==> config.mk <==
export PLATFORM = sky130hd
export DESIGN_NAME = gray_hot_decoder
export DESIGN_NICKNAME = d
export VERILOG_FILES = /design/src/rtl/gray_hot_pkg.sv /design/src/rtl/gray_hot_decode_core.sv /design/src/rtl/gray_hot_decoder.sv
export SDC_FILE = /design/constraint.sdc
export NUM_CORES = 1
export LEC_CHECK = 0
export CORE_UTILIZATION = 30
export CTS_BUF_LIST = sky130_fd_sc_hd__clkbuf_2 sky130_fd_sc_hd__clkbuf_4 sky130_fd_sc_hd__clkbuf_8
export DETAILED_ROUTE_END_ITERATION = 10
export PLACE_DENSITY = 0.71
export SLEW_MARGIN = 20
export SYNTH_ARGS = -nofsm -noshare
export SYNTH_HDL_FRONTEND = slang
export SYNTH_SLANG_ARGS = --single-unit
export TNS_END_PERCENT = 100
==> constraint.sdc <==
create_clock -name clk -period 1.9 [get_ports clk]
set_clock_uncertainty 0.1 [all_clocks]
set_input_delay 0.475 -clock clk [delete_from_list [all_inputs] [get_ports clk]]
set_output_delay 0.475 -clock clk [all_outputs]
set_load 0.01 [all_outputs]
==> src/rtl/gray_hot_pkg.sv <==
// gray_hot_pkg: shared widths and Gray/one-hot conversion helpers for the encoder/decoder pair
package gray_hot_pkg;
  localparam int IDX_W = 3;
  localparam int CODE_W = 7;
  typedef struct packed {
    logic [IDX_W-1:0] idx;
    logic             legal;
  } oh_t;
  function automatic logic [IDX_W-1:0] gray2bin(input logic [IDX_W-1:0] g);
    logic [IDX_W-1:0] b;
    b[IDX_W-1] = g[IDX_W-1];
    for (int i = IDX_W - 2; i >= 0; i--) b[i] = b[i+1] ^ g[i];
    return b;
  endfunction
  function automatic logic [IDX_W-1:0] bin2gray(input logic [IDX_W-1:0] b);
    return b ^ (b >> 1);
  endfunction
  function automatic oh_t onehot2idx(input logic [CODE_W-1:0] c);
    oh_t r;
    r.idx = '0;
    r.legal = c == '0;
    for (int i = 0; i < CODE_W; i++)
      if (c == (CODE_W'(1) << i)) begin
        r.idx = IDX_W'(i + 1);
        r.legal = 1'b1;
      end
    return r;
  endfunction
endpackage

==> src/rtl/gray_hot_decode_core.sv <==
// gray_hot_decode_core: combinational code word to index decode with illegal-word detection
module gray_hot_decode_core
  import gray_hot_pkg::*;
#(
  parameter bit USE_GRAY = 1'b1
) (
  input  logic [CODE_W-1:0] code,
  output logic [IDX_W-1:0]  idx,
  output logic              illegal
);
  oh_t oh;
  // illegal words always decode to index 0
  always_comb begin
    oh = onehot2idx(code);
    illegal = USE_GRAY ? (code[CODE_W-1:IDX_W] != '0) : !oh.legal;
    idx = illegal ? '0 : (USE_GRAY ? gray2bin(code[IDX_W-1:0]) : oh.idx);
  end
endmodule

==> src/rtl/gray_hot_decoder.sv <==
// gray_hot_decoder: valid/ready single-stage decoder with saturating illegal-word counter
module gray_hot_decoder
  import gray_hot_pkg::*;
#(
  parameter bit USE_GRAY = 1'b1,
  parameter int CNT_W    = 8
) (
  input  logic              clk,
  input  logic              rst,
  input  logic              in_valid,
  input  logic [CODE_W-1:0] in_data,
  output logic              in_ready,
  output logic              out_valid,
  output logic [IDX_W-1:0]  out_data,
  output logic              out_err,
  input  logic              out_ready,
  input  logic              err_clr,
  output logic [CNT_W-1:0]  err_count
);
  logic [IDX_W-1:0] idx;
  logic             illegal;
  logic             acc;
  logic             valid_q, valid_d, err_q, err_d;
  logic [IDX_W-1:0] data_q, data_d;
  logic [CNT_W-1:0] cnt_q, cnt_d;
  gray_hot_decode_core #(.USE_GRAY(USE_GRAY)) u_core (
    .code   (in_data),
    .idx    (idx),
    .illegal(illegal)
  );
  assign in_ready  = !valid_q || out_ready;
  assign acc       = in_valid && in_ready;
  assign out_valid = valid_q;
  assign out_data  = data_q;
  assign out_err   = err_q;
  assign err_count = cnt_q;
  // load on accept, drain on handshake, otherwise hold; clear beats increment
  always_comb begin
    valid_d = acc ? 1'b1 : (out_ready ? 1'b0 : valid_q);
    data_d  = acc ? idx : data_q;
    err_d   = acc ? illegal : err_q;
    cnt_d   = err_clr ? '0 : ((acc && illegal && cnt_q != '1) ? cnt_q + CNT_W'(1) : cnt_q);
  end
  // output register stage and error counter
  always_ff @(posedge clk) begin
    if (rst) begin
      valid_q <= 1'b0;
      data_q  <= '0;
      err_q   <= 1'b0;
      cnt_q   <= '0;
    end else begin
      valid_q <= valid_d;
      data_q  <= data_d;
      err_q   <= err_d;
      cnt_q   <= cnt_d;
    end
  end
endmodule

==> reports/metrics.json, run 1 <==
{
  "drt_first_iter_violations": {"value": 8},
  "clock_insertion_delay_worst_skew": {"value": 270, "unit": "ps"},
  "rows": {"value": 16},
  "r2r_slack": {"value": 160, "unit": "ps"},
  "synth-edff-count": {"value": 0},
  "clk_pin_slew": {"value": 80, "unit": "ps"},
  "most-common-layout-cells": {"value": "22 x clkdlybuf4s50_1, 10 x dfxtp_1, 8 x a21oi_1"},
  "hold_path_startpoint": {"value": "out_err"},
  "totalPowerFinal": {"value": 549, "unit": "uW"},
  "pin_count_of_the_biggest_net_entering_global_routing": {"value": 11},
  "fmaxAchievable": {"value": 550, "unit": "MHz"},
  "io_buffers": {"value": 25},
  "cts-root-buf": {"value": "clkbuf_4"},
  "die-area": {"value": 2270, "unit": "um^2"},
  "gp_congestion": {"value": 0.811},
  "synth.net_count": {"value": 83},
  "critical_path.n_buffers_inverters": {"value": 1},
  "worst_setup_path_startpoint": {"value": "err_count[1]"},
  "final_min_period_over_clock_period": {"value": 95.6, "unit": "%"},
  "worst_hold_depth": {"value": 2},
  "post_route_cells_drive_above_1_share": {"value": 18.4, "unit": "%"},
  "p_leak": {"value": 0.000366, "unit": "uW"},
  "rr_startpoint": {"value": "err_count[0]"},
  "final_design_instance_area_without_fill": {"value": 977, "unit": "um^2"},
  "synth.yosys.seq_area_share": {"value": 41.6, "unit": "%"},
  "power_density": {"value": 562, "unit": "nW/um^2"},
  "cts_tree": {"value": "built"},
  "cts-root-to-sink-buffers": {"value": 2},
  "drt.antenna.violating_nets": {"value": 0},
  "place_hpwl": {"value": 1.13, "unit": "mm"},
  "route.final.wire_length": {"value": 1.48, "unit": "mm"},
  "endpoint_kind": {"value": "output pin"},
  "synth.ff_latch_count": {"value": 13},
  "clock_sinks": {"value": 13},
  "asyncSetResetFlopFracSynth": {"value": 0, "unit": "%"},
  "setup_total_neg_slack": {"value": 0, "unit": "ps"},
  "cp_cell_sequence": {"value": "clkdlybuf4s50_1"},
  "diodes": {"value": 0},
  "final_common_cell": {"value": "clkdlybuf4s50_1"},
  "final.fill_count": {"value": 200},
  "worst-endpoint-arrival": {"value": 1240, "unit": "ps"},
  "multiInputGateArea": {"value": 342, "unit": "um^2"},
  "fin_ws": {"value": 83.3, "unit": "ps"},
  "setup.worst_path.start_class": {"value": "flop"},
  "drc_errors": {"value": 0},
  "maxCapViolations": {"value": 0},
  "final_max_slew_viol_count": {"value": 0},
  "synth.cell_area": {"value": 626, "unit": "um^2"},
  "first_global_vias": {"value": 551},
  "ff_latch_area": {"value": 264, "unit": "um^2"},
  "holdBufCountCts": {"value": 0},
  "syn_to_final_growth": {"value": 56.2, "unit": "%"},
  "post_synth.cell_area_avg": {"value": 8.94, "unit": "um^2"},
  "global_route_wire_length_before_repair": {"value": 2.36, "unit": "mm"},
  "layout_min_cycle_time": {"value": 1820, "unit": "ps"},
  "worstSetupPathType": {"value": "reg2out"},
  "critical_path.top_delay_family": {"value": "buffers and inverters"},
  "die_h": {"value": 47.7, "unit": "um"},
  "timing.hold.ws": {"value": 356, "unit": "ps"},
  "status": {"value": "completed"},
  "worstPathMaxFanout": {"value": 5},
  "overall_via_count_from_detail_route": {"value": 632},
  "max-vdd-ir-drop": {"value": 0.307, "unit": "mV"},
  "ctsHtreeMaxLevel": {"value": 1},
  "first_pass_iters": {"value": 4},
  "synthesis.yosys.warnings": {"value": 0},
  "delay_of_the_slowest_cell_on_the_worst_path": {"value": 560, "unit": "ps"},
  "critical_path.reg2reg.endpoint": {"value": "err_count[2]"},
  "ff2ff_path_depth": {"value": 5},
  "worst-slew-pin-transition": {"value": 325, "unit": "ps"},
  "max_slew_margin": {"value": 78.3, "unit": "%"},
  "grt_usage": {"value": 15.2, "unit": "%"},
  "viasPerCell": {"value": 4.86},
  "grt_setup_unrepaired": {"value": "no"},
  "setup_viol": {"value": 0},
  "timing.hold.worst.class": {"value": "reg2reg"},
  "finish.net_count": {"value": 117},
  "grt.overflow.total": {"value": 0},
  "start_util": {"value": 31.9, "unit": "%"},
  "holdPathEnd": {"value": "out_err"},
  "routed_wire_length_per_instance": {"value": 11.4, "unit": "um"},
  "synthFlopType": {"value": "dfxtp_1"},
  "antenna_found_initial": {"value": 0},
  "die_w": {"value": 47.7, "unit": "um"},
  "critPathSlowestCell": {"value": "clkdlybuf4s50_1"},
  "yosys.cell_types.count": {"value": 27},
  "cp.required": {"value": 1320, "unit": "ps"},
  "hold_violations": {"value": 0},
  "boundaryPins": {"value": 26},
  "cts_made_buffers": {"value": 3},
  "detailedPlace.worstSlack": {"value": -275, "unit": "ps"},
  "syn-instance-count": {"value": 70},
  "placed_cell_area": {"value": 943, "unit": "um^2"},
  "core_region_area": {"value": 1960, "unit": "um^2"}
}
-- sequential cells by signal, indices dropped and copies added (netlist names) --
| signal | flops |
|---|---|
| out_data | 3 |
| out_valid | 1 |
| out_err | 1 |
| err_count | 8 |
-- worst min-delay path, delay by kind of cell, from the launching register on --
| family | cells | cell delay (ps) |
|---|---|---|
| compound gates | 1 | 50 |
| flops | 1 | 320 |
| simple gates | 1 | 50 |
-- cells by family (layout without fill, tap and decap cells) --
| logic type | after synthesis | count (layout) | share of synthesized area [%] |
|---|---|---|---|
| DFF | 13 | 13 | 41.6 |
| xor gates and xnor gates | 3 | 3 | 4.20 |
| buffers and inverters | 5 | 38 | 3.80 |
| muxes | 1 | 1 | 1.60 |
| AOI/OAI and AO/OA | 18 | 18 | 20.4 |
| adders and majority gates | 1 | 1 | 2.00 |
| and+or+nand+nor | 29 | 29 | 26.4 |
-- power by group --
group	internal, uW	leakage, uW	switching, uW
Clock	95.4	0.0000184	85.5
Sequential	277	0.000107	4.28
Combinational	50.5	0.000241	36.2
Total	423	0.000366	126
-- metrics by stage --
stage	cells	utilization (%)
4_1_cts	130	49.5
6_report	130	49.8
5_1_grt	130	49.8
3_5_place_dp	126	48.1
2_1_floorplan	70	-
3_3_place_gp	126	48.1
-- worst max path at each step --
stage               depth (start not counted)      endpoint  slack [ps]
global placement                            4      in_ready        -270
CTS                                         1  err_count[0]          20
finish                                      1  err_count[1]          80
floorplan                                   5  err_count[2]         250
detailed placement                          4      in_ready        -270
global route                                5  err_count[6]          20
-- Yosys cell counts, drive strengths merged, types with 2 or more instances --
cell type,instances,share of area (%)
dfxtp,13,42
nand3,6,4.8
a21oi,8,6.4
a22oi,2,2.4
or3,5,5.2
o21ai,4,3.2
nor2,6,3.6
xnor2,2,2.8
nand2,5,3.0
inv,3,1.8
-- layout make-up --
type	instances	share of cell area (%)
clock buffer	4	3.07
timing repair buffer	30	29.4
sequential	13	27.0
multi-input combinational	52	35.0
inverter	4	2.05
tap	27	3.46
-- routing by layer --
layer / global-route usage [%] / wire length (um)
met2: 23.8 / 703
met5: 0 / 0
met1: 18.8 / 641
met4: 10.0 / 41
met3: 3.40 / 92
-- timing repair --
item | 4_1_cts | 5_1_grt
resized for setup | 2 | 4
setup endpoints to repair | 1 | 4
buffers inserted | 0 | 0
No activity file was read; power rests on OpenSTA's default activity.
==> inputs of run 2 (changes only) <==
--- a/config.mk
+++ b/config.mk
@@ -8,9 +8,12 @@
 export CORE_UTILIZATION = 30
 export CTS_BUF_LIST = sky130_fd_sc_hd__clkbuf_2 sky130_fd_sc_hd__clkbuf_4 sky130_fd_sc_hd__clkbuf_8
 export DETAILED_ROUTE_END_ITERATION = 10
-export PLACE_DENSITY = 0.71
+export DONT_BUFFER_PORTS = 1
+export GPL_TIMING_DRIVEN = 1
+export PLACE_DENSITY = 0.55
 export SLEW_MARGIN = 20
 export SYNTH_ARGS = -nofsm -noshare
 export SYNTH_HDL_FRONTEND = slang
+export SYNTH_HIERARCHICAL = 1
 export SYNTH_SLANG_ARGS = --single-unit
 export TNS_END_PERCENT = 100
==> reports/metrics.json, run 2 <==
{
  "status": {"value": "completed", "change": "unchanged"},
  "cts-root-buf": {"value": "clkbuf_4", "change": "unchanged"},
  "worstSetupPathType": {"value": "reg2out", "change": "unchanged"},
  "gr_layer_usage_met2": {"value": 20.5, "unit": "%", "change": "was 23.8%"},
  "yosys.cell_types.count": {"value": 33, "change": "was 27"},
  "die_w": {"value": 49.3, "unit": "um", "change": "was 47.7 um"},
  "synth.yosys.seq_area_share": {"value": 38.7, "unit": "%", "change": "was 41.6%"},
  "maxCapViolations": {"value": 0, "change": "unchanged"},
  "worstPathMaxFanout": {"value": 6, "change": "was 5"},
  "post-cts-setup-buffer-count": {"value": 0, "change": "unchanged"},
  "post_cts.resized_instances": {"value": 0, "change": "was 2"},
  "diodes": {"value": 0, "change": "unchanged"},
  "layout_min_cycle_time": {"value": 1620, "unit": "ps", "change": "was 1820 ps"},
  "place_hpwl": {"value": 1.13, "unit": "mm", "change": "about the same"},
  "first_pass_iters": {"value": 4, "change": "unchanged"},
  "power_density": {"value": 687, "unit": "nW/um^2", "change": "was 562 nW/um^2"},
  "final.fill_count": {"value": 228, "change": "was 200"},
  "setup.worst_path.start_class": {"value": "flop", "change": "unchanged"},
  "hold_violations": {"value": 0, "change": "unchanged"},
  "finish.net_count": {"value": 96, "change": "was 117"},
  "top_usage_layer": {"value": "met2", "change": "unchanged"},
  "cts-root-to-sink-buffers": {"value": 2, "change": "unchanged"},
  "boundaryPins": {"value": 26, "change": "unchanged"},
  "synth.cell_area": {"value": 672, "unit": "um^2", "change": "was 626 um^2"},
  "clock_sinks": {"value": 13, "change": "unchanged"},
  "endpoint_kind": {"value": "output pin", "change": "unchanged"},
  "delay_of_the_slowest_cell_on_the_worst_path": {"value": 390, "unit": "ps", "change": "was 560 ps"},
  "ff_latch_area": {"value": 260, "unit": "um^2", "change": "was 264 um^2"},
  "multiInputGateArea": {"value": 392, "unit": "um^2", "change": "was 342 um^2"},
  "largest_register_ffs": {"value": 8, "change": "unchanged"},
  "routed_wire_length_per_instance": {"value": 13.5, "unit": "um", "change": "was 11.4 um"},
  "final_common_cell": {"value": "dfxtp_1", "change": "was clkdlybuf4s50_1"},
  "gp_congestion": {"value": 0.746, "change": "was 0.811"},
  "syn-instance-count": {"value": 76, "change": "was 70"},
  "asyncSetResetFlopFracSynth": {"value": 0, "unit": "%", "change": "unchanged"},
  "worst-endpoint-arrival": {"value": 1040, "unit": "ps", "change": "was 1240 ps"},
  "global_route_wire_length_before_repair": {"value": 2.50, "unit": "mm", "change": "was 2.36 mm"},
  "pin_count_of_the_biggest_net_entering_global_routing": {"value": 10, "change": "was 11"},
  "worst_hold_depth": {"value": 1, "change": "was 2"},
  "setup_viol": {"value": 0, "change": "unchanged"},
  "final_max_slew_viol_count": {"value": 0, "change": "unchanged"},
  "max_slew_margin": {"value": 76.1, "unit": "%", "change": "was 78.3%"},
  "p_leak": {"value": 0.000277, "unit": "uW", "change": "was 0.000366 uW"},
  "grt_usage": {"value": 14.0, "unit": "%", "change": "was 15.2%"},
  "ff2ff_path_depth": {"value": 5, "change": "unchanged"},
  "critical_path.n_buffers_inverters": {"value": 1, "change": "unchanged"},
  "critical_path.top_delay_family": {"value": "flip-flops", "change": "was buffers and inverters"},
  "max-vdd-ir-drop": {"value": 0.352, "unit": "mV", "change": "was 0.307 mV"},
  "clk_pin_slew": {"value": 80, "unit": "ps", "change": "about the same"},
  "post_route_cells_drive_above_1_share": {"value": 19.5, "unit": "%", "change": "was 18.4%"},
  "route.final.wire_length": {"value": 1.47, "unit": "mm", "change": "was 1.48 mm"},
  "syn_to_final_growth": {"value": 11.7, "unit": "%", "change": "was 56.2%"},
  "start_util": {"value": 32.9, "unit": "%", "change": "was 31.9%"},
  "synth.net_count": {"value": 89, "change": "was 83"},
  "critPathSlowestCell": {"value": "dfxtp_1", "change": "was clkdlybuf4s50_1"},
  "drt.antenna.violating_nets": {"value": 0, "change": "unchanged"},
  "most-common-layout-cells": {"value": "13 x dfxtp_1, 9 x nor2_1, 7 x a21oi_1", "change": "was 22 x clkdlybuf4s50_1, 10 x dfxtp_1, 8 x a21oi_1"},
  "clock_insertion_delay_worst_skew": {"value": 280, "unit": "ps", "change": "was 270 ps"},
  "cp.required": {"value": 1320, "unit": "ps", "change": "about the same"},
  "netlist_top_cells_count": {"value": "13 x dfxtp_1, 9 x nor2_1, 7 x a21oi_1, 6 x nand2_1, 5 x nand3_1", "change": "was 13 x dfxtp_1, 8 x a21oi_1, 6 x nand3_1, 6 x nor2_1, 5 x nand2_1"},
  "first_global_vias": {"value": 543, "change": "was 551"},
  "cp.depth": {"value": 2, "change": "was 1"},
  "synth.ff_latch_count": {"value": 13, "change": "unchanged"},
  "drc_errors": {"value": 0, "change": "unchanged"},
  "synth_top_cell_by_area": {"value": "dfxtp_1", "change": "unchanged"},
  "setup_total_neg_slack": {"value": 0, "unit": "ps", "change": "unchanged"},
  "overall_via_count_from_detail_route": {"value": 586, "change": "was 632"},
  "die-area": {"value": 2430, "unit": "um^2", "change": "was 2270 um^2"},
  "cts_made_buffers": {"value": 3, "change": "unchanged"},
  "synth_most_common_cell": {"value": "dfxtp_1", "change": "unchanged"},
  "holdBufCountCts": {"value": 0, "change": "unchanged"},
  "final_min_period_over_clock_period": {"value": 85.0, "unit": "%", "change": "was 95.6%"},
  "ctsHtreeMaxLevel": {"value": 1, "change": "unchanged"},
  "grt_setup_unrepaired": {"value": "no", "change": "unchanged"},
  "rows": {"value": 16, "change": "unchanged"},
  "viasPerCell": {"value": 5.38, "change": "was 4.86"},
  "io_buffers": {"value": 0, "change": "was 25"},
  "timing.hold.worst.class": {"value": "in2reg", "change": "was reg2reg"},
  "synthesis.yosys.warnings": {"value": 6, "change": "was 0"},
  "grt_util_met3": {"value": 4.98, "unit": "%", "change": "was 3.40%"},
  "die_h": {"value": 49.3, "unit": "um", "change": "was 47.7 um"},
  "gr-usage-met1": {"value": 17.3, "unit": "%", "change": "was 18.8%"},
  "core_region_area": {"value": 2040, "unit": "um^2", "change": "was 1960 um^2"},
  "netlist.area_leader.share": {"value": 38.7, "unit": "%", "change": "was 41.6%"},
  "post_synth.cell_area_avg": {"value": 8.84, "unit": "um^2", "change": "was 8.94 um^2"},
  "antenna_found_initial": {"value": 0, "change": "unchanged"},
  "netlist_top_cells_area": {"value": "dfxtp_1 39%, a21oi_1 5.2%, nor2_1 5.0%", "change": "was dfxtp_1 42%, a21oi_1 6.4%, nand3_1 4.8%"},
  "worst-slew-pin-transition": {"value": 355, "unit": "ps", "change": "was 325 ps"},
  "cts_tree": {"value": "built", "change": "unchanged"},
  "fmaxAchievable": {"value": 619, "unit": "MHz", "change": "was 550 MHz"},
  "grt.overflow.total": {"value": 0, "change": "unchanged"},
  "drt_first_iter_violations": {"value": 18, "change": "was 8"},
  "synthFlopType": {"value": "dfxtp_1", "change": "unchanged"},
  "synth-edff-count": {"value": 0, "change": "unchanged"},
  "timing.hold.ws": {"value": 155, "unit": "ps", "change": "was 356 ps"},
  "cp_cell_sequence": {"value": "nor2b_4 -> clkinv_2", "change": "was clkdlybuf4s50_1"}
}
-- run 2: changes by cell type after synthesis, moves of 2 or more --
cell / delta
or3_1: -3
nor2_1: +3
a22oi_1: -2
nor3_1: +2
-- run 2: area by class of cell --
cell class | instances | area share [%]
Inverter | 5 | 2.67
Tap cell | 27 | 4.50
Timing Repair Buffer | 2 | 2.00
Sequential cell | 13 | 34.7
Clock buffer | 4 | 4.00
Multi-Input combinational cell | 58 | 52.2
-- run 2: logic make-up after synthesis --
family                     after synthesis  share of synthesized area [%]
AOI/OAI and AO/OA                       16                           14.7
xor gates and xnor gates                 2                           4.66
adders and majority gates                1                           1.86
buffers and inverters                    5                           2.98
DFF                                     13                           38.7
muxes                                    1                           1.49
and+or+nand+nor                         38                           35.6
-- run 2: metal layers --
metal | wire length, um | part of all wire, %
met1 | 654 | 45
met4 | 40 | 2.7
met3 | 128 | 8.7
met2 | 645 | 44
met5 | 0 | 0
-- run 2: worst reg2reg max path, stage by stage (launching register included) --
cell     delay [ps]
dfxtp_1         320
ha_1            240
nand3_4         130
nor3_4           80
or4_1           470
a21oi_1         140
-- run 2: where the power goes --
part | total [uW] | internal (uW) | switching, uW
clock | 192 | 95.9 | 95.6
combinational | 42.7 | 18.9 | 23.8
sequential | 282 | 277 | 4.66
-- run 2: metrics by stage --
stage	setup WS [ps]	instance area [um^2]	utilization, %	cells	power [uW]
floorplan	249	672	-	76	321
global placement	204	721	35.3	105	329
detailed placement	181	721	35.3	105	330
CTS	270	751	36.8	109	522
global route	220	751	36.8	109	542
finish	285	751	36.8	109	516
-- run 2: worst paths after layout --
check	slack (ps)	end	from
worst max-delay path	280	in_ready	out_valid
worst min-delay path	150	out_data[0]	rst
worst max register to register	370	err_count[4]	err_count[0]
worst min register to register	400	out_data[0]	out_data[0]
